[config.mk]
export PLATFORM = sky130hd
export DESIGN_NAME = mouse_master_sm_flat
export DESIGN_NICKNAME = d
export VERILOG_FILES = /design/src/rtl/mouse_pkg.sv /design/src/rtl/mouse_master_sm_if.sv /design/src/rtl/mouse_packet_assembler.sv /design/src/rtl/mouse_master_sm.sv /design/src/flat_wrapper.sv
export SDC_FILE = /design/constraint.sdc
export NUM_CORES = 1
export LEC_CHECK = 0
export ABC_AREA = 0
export CORE_UTILIZATION = 55
export CTS_BUF_LIST = sky130_fd_sc_hd__clkbuf_2
export DETAILED_ROUTE_END_ITERATION = 8
export PLACE_DENSITY = 0.79
export SETUP_SLACK_MARGIN = 0.02
export SLEW_MARGIN = 30
export SYNTH_ARGS = -nofsm -noshare
export SYNTH_HDL_FRONTEND = slang
export SYNTH_SLANG_ARGS = --single-unit
[constraint.sdc]
create_clock -name CLK -period 2.4 [get_ports CLK]
set_input_delay 0.48 -clock CLK [delete_from_list [all_inputs] [get_ports CLK]]
set_output_delay 0.48 -clock CLK [all_outputs]
set_load 0.005 [all_outputs]
[src/rtl/mouse_pkg.sv]
// rtl/mouse_pkg.sv - shared state encoding, PS/2 command/response bytes and response helpers
package mouse_pkg;

    typedef enum logic [3:0] {
        INIT,
        TX_RST,
        WAIT_TX_RST,
        WAIT_ACK1RX,
        WAIT_STRX,
        WAIT_IDRX,
        TX_EN,
        WAIT_TX_EN,
        WAIT_ACK2RX,
        READ_B1,
        READ_B2,
        READ_B3,
        EMIT
    } state_t;

    localparam logic [7:0] CMD_RESET    = 8'hFF;
    localparam logic [7:0] CMD_ENABLE   = 8'hF4;
    localparam logic [7:0] RSP_ACK      = 8'hFA;
    localparam logic [7:0] RSP_SELFTEST = 8'hAA;
    localparam logic [7:0] RSP_ID       = 8'h00;

    // Byte the mouse must answer with while the init FSM sits in a WAIT_*RX state.
    function automatic logic [7:0] rsp_expected(state_t s);
        case (s)
            WAIT_STRX: return RSP_SELFTEST;
            WAIT_IDRX: return RSP_ID;
            default:   return RSP_ACK;
        endcase
    endfunction

    function automatic state_t rx_next(state_t s);
        case (s)
            WAIT_ACK1RX: return WAIT_STRX;
            WAIT_STRX:   return WAIT_IDRX;
            WAIT_IDRX:   return TX_EN;
            default:     return READ_B1;
        endcase
    endfunction

endpackage

[src/rtl/mouse_master_sm_if.sv]
// rtl/mouse_master_sm_if.sv - transmitter, receiver and packet-output signals of the mouse master
interface mouse_master_sm_if;
    logic       SEND_BYTE;
    logic [7:0] BYTE_TO_SEND;
    logic       BYTE_SENT;
    logic       READ_ENABLE;
    logic [7:0] BYTE_READ;
    logic       BYTE_READY;
    logic [1:0] BYTE_ERROR_CODE;
    logic [7:0] MOUSE_STATUS;
    logic [7:0] MOUSE_DX;
    logic [7:0] MOUSE_DY;
    logic       SEND_INTERRUPT;
    logic       INIT_DONE;

    modport master (
        output SEND_BYTE, BYTE_TO_SEND, READ_ENABLE,
        output MOUSE_STATUS, MOUSE_DX, MOUSE_DY, SEND_INTERRUPT, INIT_DONE,
        input  BYTE_SENT, BYTE_READ, BYTE_READY, BYTE_ERROR_CODE
    );

    modport slave (
        input  SEND_BYTE, BYTE_TO_SEND, READ_ENABLE,
        input  MOUSE_STATUS, MOUSE_DX, MOUSE_DY, SEND_INTERRUPT, INIT_DONE,
        output BYTE_SENT, BYTE_READ, BYTE_READY, BYTE_ERROR_CODE
    );
endinterface

[src/rtl/mouse_packet_assembler.sv]
// rtl/mouse_packet_assembler.sv - collects 3-byte movement packets and publishes them with an interrupt
module mouse_packet_assembler
    import mouse_pkg::*;
(
    input  logic       i_clk,
    input  logic       i_rst_n,
    input  logic       i_enable,
    input  logic       i_byte_ready,
    input  logic [7:0] i_byte,
    input  logic [1:0] i_err,
    output logic       o_read_en,
    output logic [7:0] o_status,
    output logic [7:0] o_dx,
    output logic [7:0] o_dy,
    output logic       o_interrupt
);

    state_t     r_state;
    logic       r_read_en;
    logic [7:0] r_b1;
    logic [7:0] r_b2;
    logic [7:0] r_b3;
    logic [7:0] r_status;
    logic [7:0] r_dx;
    logic [7:0] r_dy;
    logic       r_interrupt;

    logic w_good;
    assign w_good = i_byte_ready && (i_err == 2'b00);

    always_ff @(posedge i_clk or negedge i_rst_n) begin
        if (!i_rst_n) begin
            r_state     <= READ_B1;
            r_read_en   <= 1'b0;
            r_b1        <= '0;
            r_b2        <= '0;
            r_b3        <= '0;
            r_status    <= '0;
            r_dx        <= '0;
            r_dy        <= '0;
            r_interrupt <= 1'b0;
        end else begin
            r_interrupt <= 1'b0;
            if (!i_enable) begin
                r_state   <= READ_B1;
                r_read_en <= 1'b0;
            end else begin
                case (r_state)
                    READ_B1: begin
                        r_read_en <= 1'b1;
                        // bit3 is always set in a status byte; anything else means we are out of sync
                        if (w_good && i_byte[3]) begin
                            r_b1    <= i_byte;
                            r_state <= READ_B2;
                        end
                    end
                    READ_B2: begin
                        if (i_byte_ready) begin
                            if (w_good) begin
                                r_b2    <= i_byte;
                                r_state <= READ_B3;
                            end else begin
                                r_state <= READ_B1;
                            end
                        end
                    end
                    READ_B3: begin
                        if (i_byte_ready) begin
                            if (w_good) begin
                                r_b3      <= i_byte;
                                r_state   <= EMIT;
                                r_read_en <= 1'b0;
                            end else begin
                                r_state <= READ_B1;
                            end
                        end
                    end
                    EMIT: begin
                        r_status    <= r_b1;
                        r_dx        <= r_b2;
                        r_dy        <= r_b3;
                        r_interrupt <= 1'b1;
                        r_read_en   <= 1'b1;
                        r_state     <= READ_B1;
                    end
                    default: begin
                        r_state <= READ_B1;
                    end
                endcase
            end
        end
    end

    assign o_read_en   = r_read_en;
    assign o_status    = r_status;
    assign o_dx        = r_dx;
    assign o_dy        = r_dy;
    assign o_interrupt = r_interrupt;

endmodule

[src/rtl/mouse_master_sm.sv]
// rtl/mouse_master_sm.sv - PS/2 mouse init sequencer with timeout; streaming handed to the packet assembler
module mouse_master_sm
    import mouse_pkg::*;
#(
    parameter int TIMEOUT_CYCLES = 50_000_000,
    parameter int CNT_W          = 26
) (
    input  logic CLK,
    input  logic RESET,
    mouse_master_sm_if.master bus
);

    localparam logic [CNT_W-1:0] LP_LAST = CNT_W'(TIMEOUT_CYCLES - 1);

    state_t           r_state;
    logic [CNT_W-1:0] r_cnt;
    logic             r_send_byte;
    logic [7:0]       r_byte_to_send;
    logic             r_read_en;
    logic             r_init_done;

    logic w_rx_ok;
    logic w_rx_fail;
    logic w_asm_read_en;

    assign w_rx_ok   = bus.BYTE_READY && (bus.BYTE_ERROR_CODE == 2'b00)
                    && (bus.BYTE_READ == rsp_expected(r_state));
    assign w_rx_fail = bus.BYTE_READY ? !w_rx_ok : (r_cnt == LP_LAST);

    always_ff @(posedge CLK or negedge RESET) begin
        if (!RESET) begin
            r_state        <= INIT;
            r_cnt          <= '0;
            r_send_byte    <= 1'b0;
            r_byte_to_send <= '0;
            r_read_en      <= 1'b0;
            r_init_done    <= 1'b0;
        end else begin
            r_send_byte <= 1'b0;
            if (r_cnt != '1) begin
                r_cnt <= r_cnt + 1'b1;
            end
            case (r_state)
                INIT: begin
                    if (r_cnt == LP_LAST) begin
                        r_state <= TX_RST;
                        r_cnt   <= '0;
                    end
                end
                TX_RST: begin
                    r_send_byte    <= 1'b1;
                    r_byte_to_send <= CMD_RESET;
                    r_state        <= WAIT_TX_RST;
                    r_cnt          <= '0;
                end
                WAIT_TX_RST: begin
                    if (bus.BYTE_SENT) begin
                        r_state   <= WAIT_ACK1RX;
                        r_cnt     <= '0;
                        r_read_en <= 1'b1;
                    end
                end
                WAIT_ACK1RX, WAIT_STRX, WAIT_IDRX, WAIT_ACK2RX: begin
                    if (w_rx_ok) begin
                        r_state   <= rx_next(r_state);
                        r_cnt     <= '0;
                        // receiver stays on except for the hop into TX_EN
                        r_read_en <= (r_state != WAIT_IDRX);
                        if (r_state == WAIT_ACK2RX) begin
                            r_init_done <= 1'b1;
                        end
                    end else if (w_rx_fail) begin
                        r_state     <= INIT;
                        r_cnt       <= '0;
                        r_read_en   <= 1'b0;
                        r_init_done <= 1'b0;
                    end
                end
                TX_EN: begin
                    r_send_byte    <= 1'b1;
                    r_byte_to_send <= CMD_ENABLE;
                    r_state        <= WAIT_TX_EN;
                    r_cnt          <= '0;
                end
                WAIT_TX_EN: begin
                    if (bus.BYTE_SENT) begin
                        r_state   <= WAIT_ACK2RX;
                        r_cnt     <= '0;
                        r_read_en <= 1'b1;
                    end
                end
                READ_B1: begin
                    // the assembler drives the receiver enable from here on
                    r_read_en <= 1'b0;
                end
                default: begin
                    r_state     <= INIT;
                    r_cnt       <= '0;
                    r_read_en   <= 1'b0;
                    r_init_done <= 1'b0;
                end
            endcase
        end
    end

    mouse_packet_assembler u_asm (
        .i_clk        (CLK),
        .i_rst_n      (RESET),
        .i_enable     (r_init_done),
        .i_byte_ready (bus.BYTE_READY),
        .i_byte       (bus.BYTE_READ),
        .i_err        (bus.BYTE_ERROR_CODE),
        .o_read_en    (w_asm_read_en),
        .o_status     (bus.MOUSE_STATUS),
        .o_dx         (bus.MOUSE_DX),
        .o_dy         (bus.MOUSE_DY),
        .o_interrupt  (bus.SEND_INTERRUPT)
    );

    assign bus.SEND_BYTE    = r_send_byte;
    assign bus.BYTE_TO_SEND = r_byte_to_send;
    assign bus.READ_ENABLE  = r_read_en | w_asm_read_en;
    assign bus.INIT_DONE    = r_init_done;

endmodule

[src/flat_wrapper.sv]
// flat-port wrapper written by rule: the top's interface ports become plain ports
module mouse_master_sm_flat import mouse_pkg::*;
#(
    parameter int TIMEOUT_CYCLES = 50_000_000,
    parameter int CNT_W          = 26
)
  (CLK, RESET, bus_SEND_BYTE, bus_BYTE_TO_SEND, bus_READ_ENABLE, bus_MOUSE_STATUS, bus_MOUSE_DX, bus_MOUSE_DY, bus_SEND_INTERRUPT, bus_INIT_DONE, bus_BYTE_SENT, bus_BYTE_READ, bus_BYTE_READY, bus_BYTE_ERROR_CODE);
  mouse_master_sm_if bus_i ();
  input  logic CLK;
  input  logic RESET;
  output wire logic [$bits(bus_i.SEND_BYTE)-1:0] bus_SEND_BYTE;
  output wire logic [$bits(bus_i.BYTE_TO_SEND)-1:0] bus_BYTE_TO_SEND;
  output wire logic [$bits(bus_i.READ_ENABLE)-1:0] bus_READ_ENABLE;
  output wire logic [$bits(bus_i.MOUSE_STATUS)-1:0] bus_MOUSE_STATUS;
  output wire logic [$bits(bus_i.MOUSE_DX)-1:0] bus_MOUSE_DX;
  output wire logic [$bits(bus_i.MOUSE_DY)-1:0] bus_MOUSE_DY;
  output wire logic [$bits(bus_i.SEND_INTERRUPT)-1:0] bus_SEND_INTERRUPT;
  output wire logic [$bits(bus_i.INIT_DONE)-1:0] bus_INIT_DONE;
  input wire logic [$bits(bus_i.BYTE_SENT)-1:0] bus_BYTE_SENT;
  input wire logic [$bits(bus_i.BYTE_READ)-1:0] bus_BYTE_READ;
  input wire logic [$bits(bus_i.BYTE_READY)-1:0] bus_BYTE_READY;
  input wire logic [$bits(bus_i.BYTE_ERROR_CODE)-1:0] bus_BYTE_ERROR_CODE;
  assign bus_SEND_BYTE = bus_i.SEND_BYTE;
  assign bus_BYTE_TO_SEND = bus_i.BYTE_TO_SEND;
  assign bus_READ_ENABLE = bus_i.READ_ENABLE;
  assign bus_MOUSE_STATUS = bus_i.MOUSE_STATUS;
  assign bus_MOUSE_DX = bus_i.MOUSE_DX;
  assign bus_MOUSE_DY = bus_i.MOUSE_DY;
  assign bus_SEND_INTERRUPT = bus_i.SEND_INTERRUPT;
  assign bus_INIT_DONE = bus_i.INIT_DONE;
  assign bus_i.BYTE_SENT = bus_BYTE_SENT;
  assign bus_i.BYTE_READ = bus_BYTE_READ;
  assign bus_i.BYTE_READY = bus_BYTE_READY;
  assign bus_i.BYTE_ERROR_CODE = bus_BYTE_ERROR_CODE;
  mouse_master_sm #(.TIMEOUT_CYCLES(TIMEOUT_CYCLES), .CNT_W(CNT_W)) u_core (.CLK(CLK), .RESET(RESET), .bus(bus_i));
endmodule
==> flow_summary.yaml <==
global_routing:
  grt_pass1_vias: 2837
  grt_overflow_total: 0
  grt_pass1_wl_mm: 13.5
  grt_max_degree: 43
  track_usage_pct: 23.0
  antenna_found_initial: 0
worst_setup_path:
  cp.arrival_ns: 1.73
  worstPathMaxFanout: 3
  critPathBufInv: 1
  worstSetupStartpointType: "flip-flop"
  cp_cell_sequence: "or2_2, clkdlybuf4s50_1"
  crit_family: "buffers and inverters"
  required_ns: 1.92
  slowest_delay_ns: 0.45
  endpoint_kind: "output pin"
  slowest_stage: "clkdlybuf4s50_1"
  r2r_setup_slack_ns: 0.22
  crit_type: "reg2out"
timing:
  setup_viol: 0
  fin_worst_skew_ns: 0.0259
  min_period_over_period_pct: 91.9
  timing.final.crit_period_ns: 2.21
  drv_slew: 0
  rsz0062_at_grt: "no"
  tns_ns: 0
  worst_pin_slew_ns: 0.362
  clock.fmax_ghz: 0.453
  layout_setup_ws_ns: 0.194
  slew_headroom_pct: 75.3
  hold_violations: 0
yosys:
  synth_top_area_share_pct: 52.4
  synthFlopType: "dfrtp_1"
  synth_most_common_cell: "dfrtp_1"
  synthDistinctLibCells: 55
  ys_warn_count: 0
  yosysSeqAreaShare_pct: 53.0
  ys_top_cells_by_count: "87 x dfrtp_1, 47 x mux2_2, 36 x nor2_1"
  async_flop_share_pct: 100
  avgSynthCellArea_um2: 11.3
  postSynthCellCount: 369
  syn-cell-area_um2: 4150
  synth-edff-count: 0
  synth_fp_nets: 384
  ys_top_cells_by_area: "dfrtp_1 52%, mux2_2 13%, xor2_1 4.2%"
  yosys_register_bits: 88
  yosys.area.top_type: "dfrtp_1"
placed_design:
  placed_area_um2: 4860
  gp_congestion: 0.870
  hpwl_mm: 6.14
  port_buffers: 49
  post-place-ws_ns: -0.150
clock_tree:
  cts-root-buf: "clkbuf_2"
  clockBufferDepth: 2
  clkSinkCount: 88
  ctsResizeCount: 0
  worstSkewPairLatency_ns: 0.56
  clk_pin_slew_ns: 0.23
  cts_tree: "yes"
  cts_max_level: 3
  numCtsBuffers: 9
floorplan:
  io_pins: 50
  die_h_um: 88.9
  rows: 31
  die-area_um2: 7900
  initial_core_util_pct: 57.0
  die_w_um: 88.9
  core-area_um2: 7290
detailed_routing:
  drt_iter0_markers: 169
  routed-via-count: 2995
  drt-pass1-iter-count: 4
  wl_mm: 8.60
  drt-met1-wl_mm: 3.84
  wl_met2_mm: 4.37
  wl_per_cell_um: 16.2
  antenna_left: 0
  maxUsedRoutingLayer: "met4"
  dr_wl_met3_um: 279
  drc: 0
  vias_per_cell: 5.64
pwr:
  p_leak_nw: 2.33
  ir_drop_mv: 0.256
  powerDensity_nw_per_um2: 700
final_layout:
  num-fill-cells: 562
  nNetsFinal: 443
  fin_util_pct: 68.6
  finalInstanceArea_um2: 5000
  antennaDiodeCount: 0
  drive_gt1_share_pct: 23.4
  syn2layout_area_growth_pct: 20.5
worst_hold_path:
  hold_path_class: "in2async"
flow_run:
  cap_violations: 0
status:
  status: "finished clean"
==> report_power, final <==
group | switching (mW) | internal, mW | leakage [nW] | total [mW]
sequential | 0.0727 | 1.56 | 1.21 | 1.64
clock | 0.516 | 0.345 | 0.0750 | 0.861
combinational | 0.585 | 0.419 | 1.05 | 1.00
total | 1.17 | 2.33 | 2.33 | 3.50
==> cell families after synthesis <==
kind of cell / synth area share, %
compound gates: 7.56
buf+inv: 3.70
fa+ha+maj: 0.301
xor+xnor: 4.64
flops: 53.0
mux: 13.5
simple gates: 17.3
==> layout make-up <==
cell class	instances	area, µm²	area share, %
Clock buffer	9	45.0	0.900
Clock inverter	6	92.6	1.85
Inverter	6	22.5	0.450
Multi-Input combinational cell	248	1820	36.3
Sequential cell	88	2200	44.0
Tap cell	99	124	2.48
Timing Repair Buffer	75	698	14.0
==> path summary, 6_finish.rpt <==
check                                             from                      end  cells after the start
worst max register to register         u_core.r_cnt[9]         u_core.r_read_en                      6
max in group asynchronous                        RESET  u_core.u_asm.r_state[0]                      3
worst max-delay path            u_core.u_asm.o_read_en          bus_READ_ENABLE                      2
worst min-delay path                             RESET          u_core.r_cnt[9]                      2
min in group CLK                  u_core.u_asm.r_b1[3]     u_core.u_asm.r_b1[3]                      1
worst min register to register    u_core.u_asm.r_b1[3]     u_core.u_asm.r_b1[3]                      1
==> flip-flops by register name, indices dropped and copies added, names as in the netlist <==
name                      flops
u_core.bus.BYTE_TO_SEND       2
u_core.u_asm.r_b3             8
u_core.u_asm.o_dy             8
u_core.u_asm.o_status         8
u_core.u_asm.o_interrupt      1
u_core.u_asm.o_read_en        1
u_core.u_asm.r_b2             8
u_core.r_state                4
u_core.bus.SEND_BYTE          1
u_core.r_read_en              1
u_core.u_asm.r_state          3
u_core.u_asm.r_b1             8
u_core.r_cnt                 26
u_core.u_asm.o_dx             8
u_core.bus.INIT_DONE          1
==> through the flow <==
stage,std cells,power [mW],hold slack [ns]
6_report,531,3.50,0.336
5_1_grt,531,3.69,0.347
4_1_cts,531,3.52,0.303
3_5_place_dp,515,2.66,0.413
3_3_place_gp,515,2.64,0.406
2_1_floorplan,369,2.30,0.184
==> per-layer routing <==
metal / GRT usage [%] / vias to the layer above
li1: - / 1431
met1: 31.3 / 1500
met2: 36.6 / 54
met3: 4.52 / 10
met4: 9.24 / 0
met5: 0 / -
==> layout by cell type, fill, tap and decap left out, types with 2 or more instances in the layout <==
master / synthesis / routed
buf_4: 6 / 25
and3_1: 13 / 13
nand2_1: 17 / 17
or2_2: 2 / 2
a21boi_0: 2 / 2
nand3_1: 12 / 12
xnor2_1: 2 / 2
a21oi_1: 12 / 12
nand2b_1: 4 / 4
and4_1: 5 / 5
o21ai_0: 9 / 9
clkinvlp_4: 0 / 2
a31oi_1: 2 / 2
dfrtp_1: 87 / 87
mux2i_1: 3 / 3
inv_6: 0 / 2
or3_1: 3 / 3
clkbuf_2: 0 / 9
xor2_1: 20 / 20
mux2_2: 47 / 47
nor2_1: 36 / 36
and4bb_2: 2 / 2
or4_1: 2 / 2
inv_1: 6 / 6
nor4_1: 4 / 4
nand4_1: 12 / 12
clkdlybuf4s50_1: 0 / 48
bufinv_16: 0 / 2
and2_1: 2 / 2
nor2b_1: 5 / 5
nor3_1: 5 / 5
a211oi_1: 3 / 3
==> what timing repair did <==
action,CTS,global route
buffers inserted,0,0
hold buffers,1,0
endpoints found under the hold margin,22,0
No activity file was read; power rests on OpenSTA's default activity.
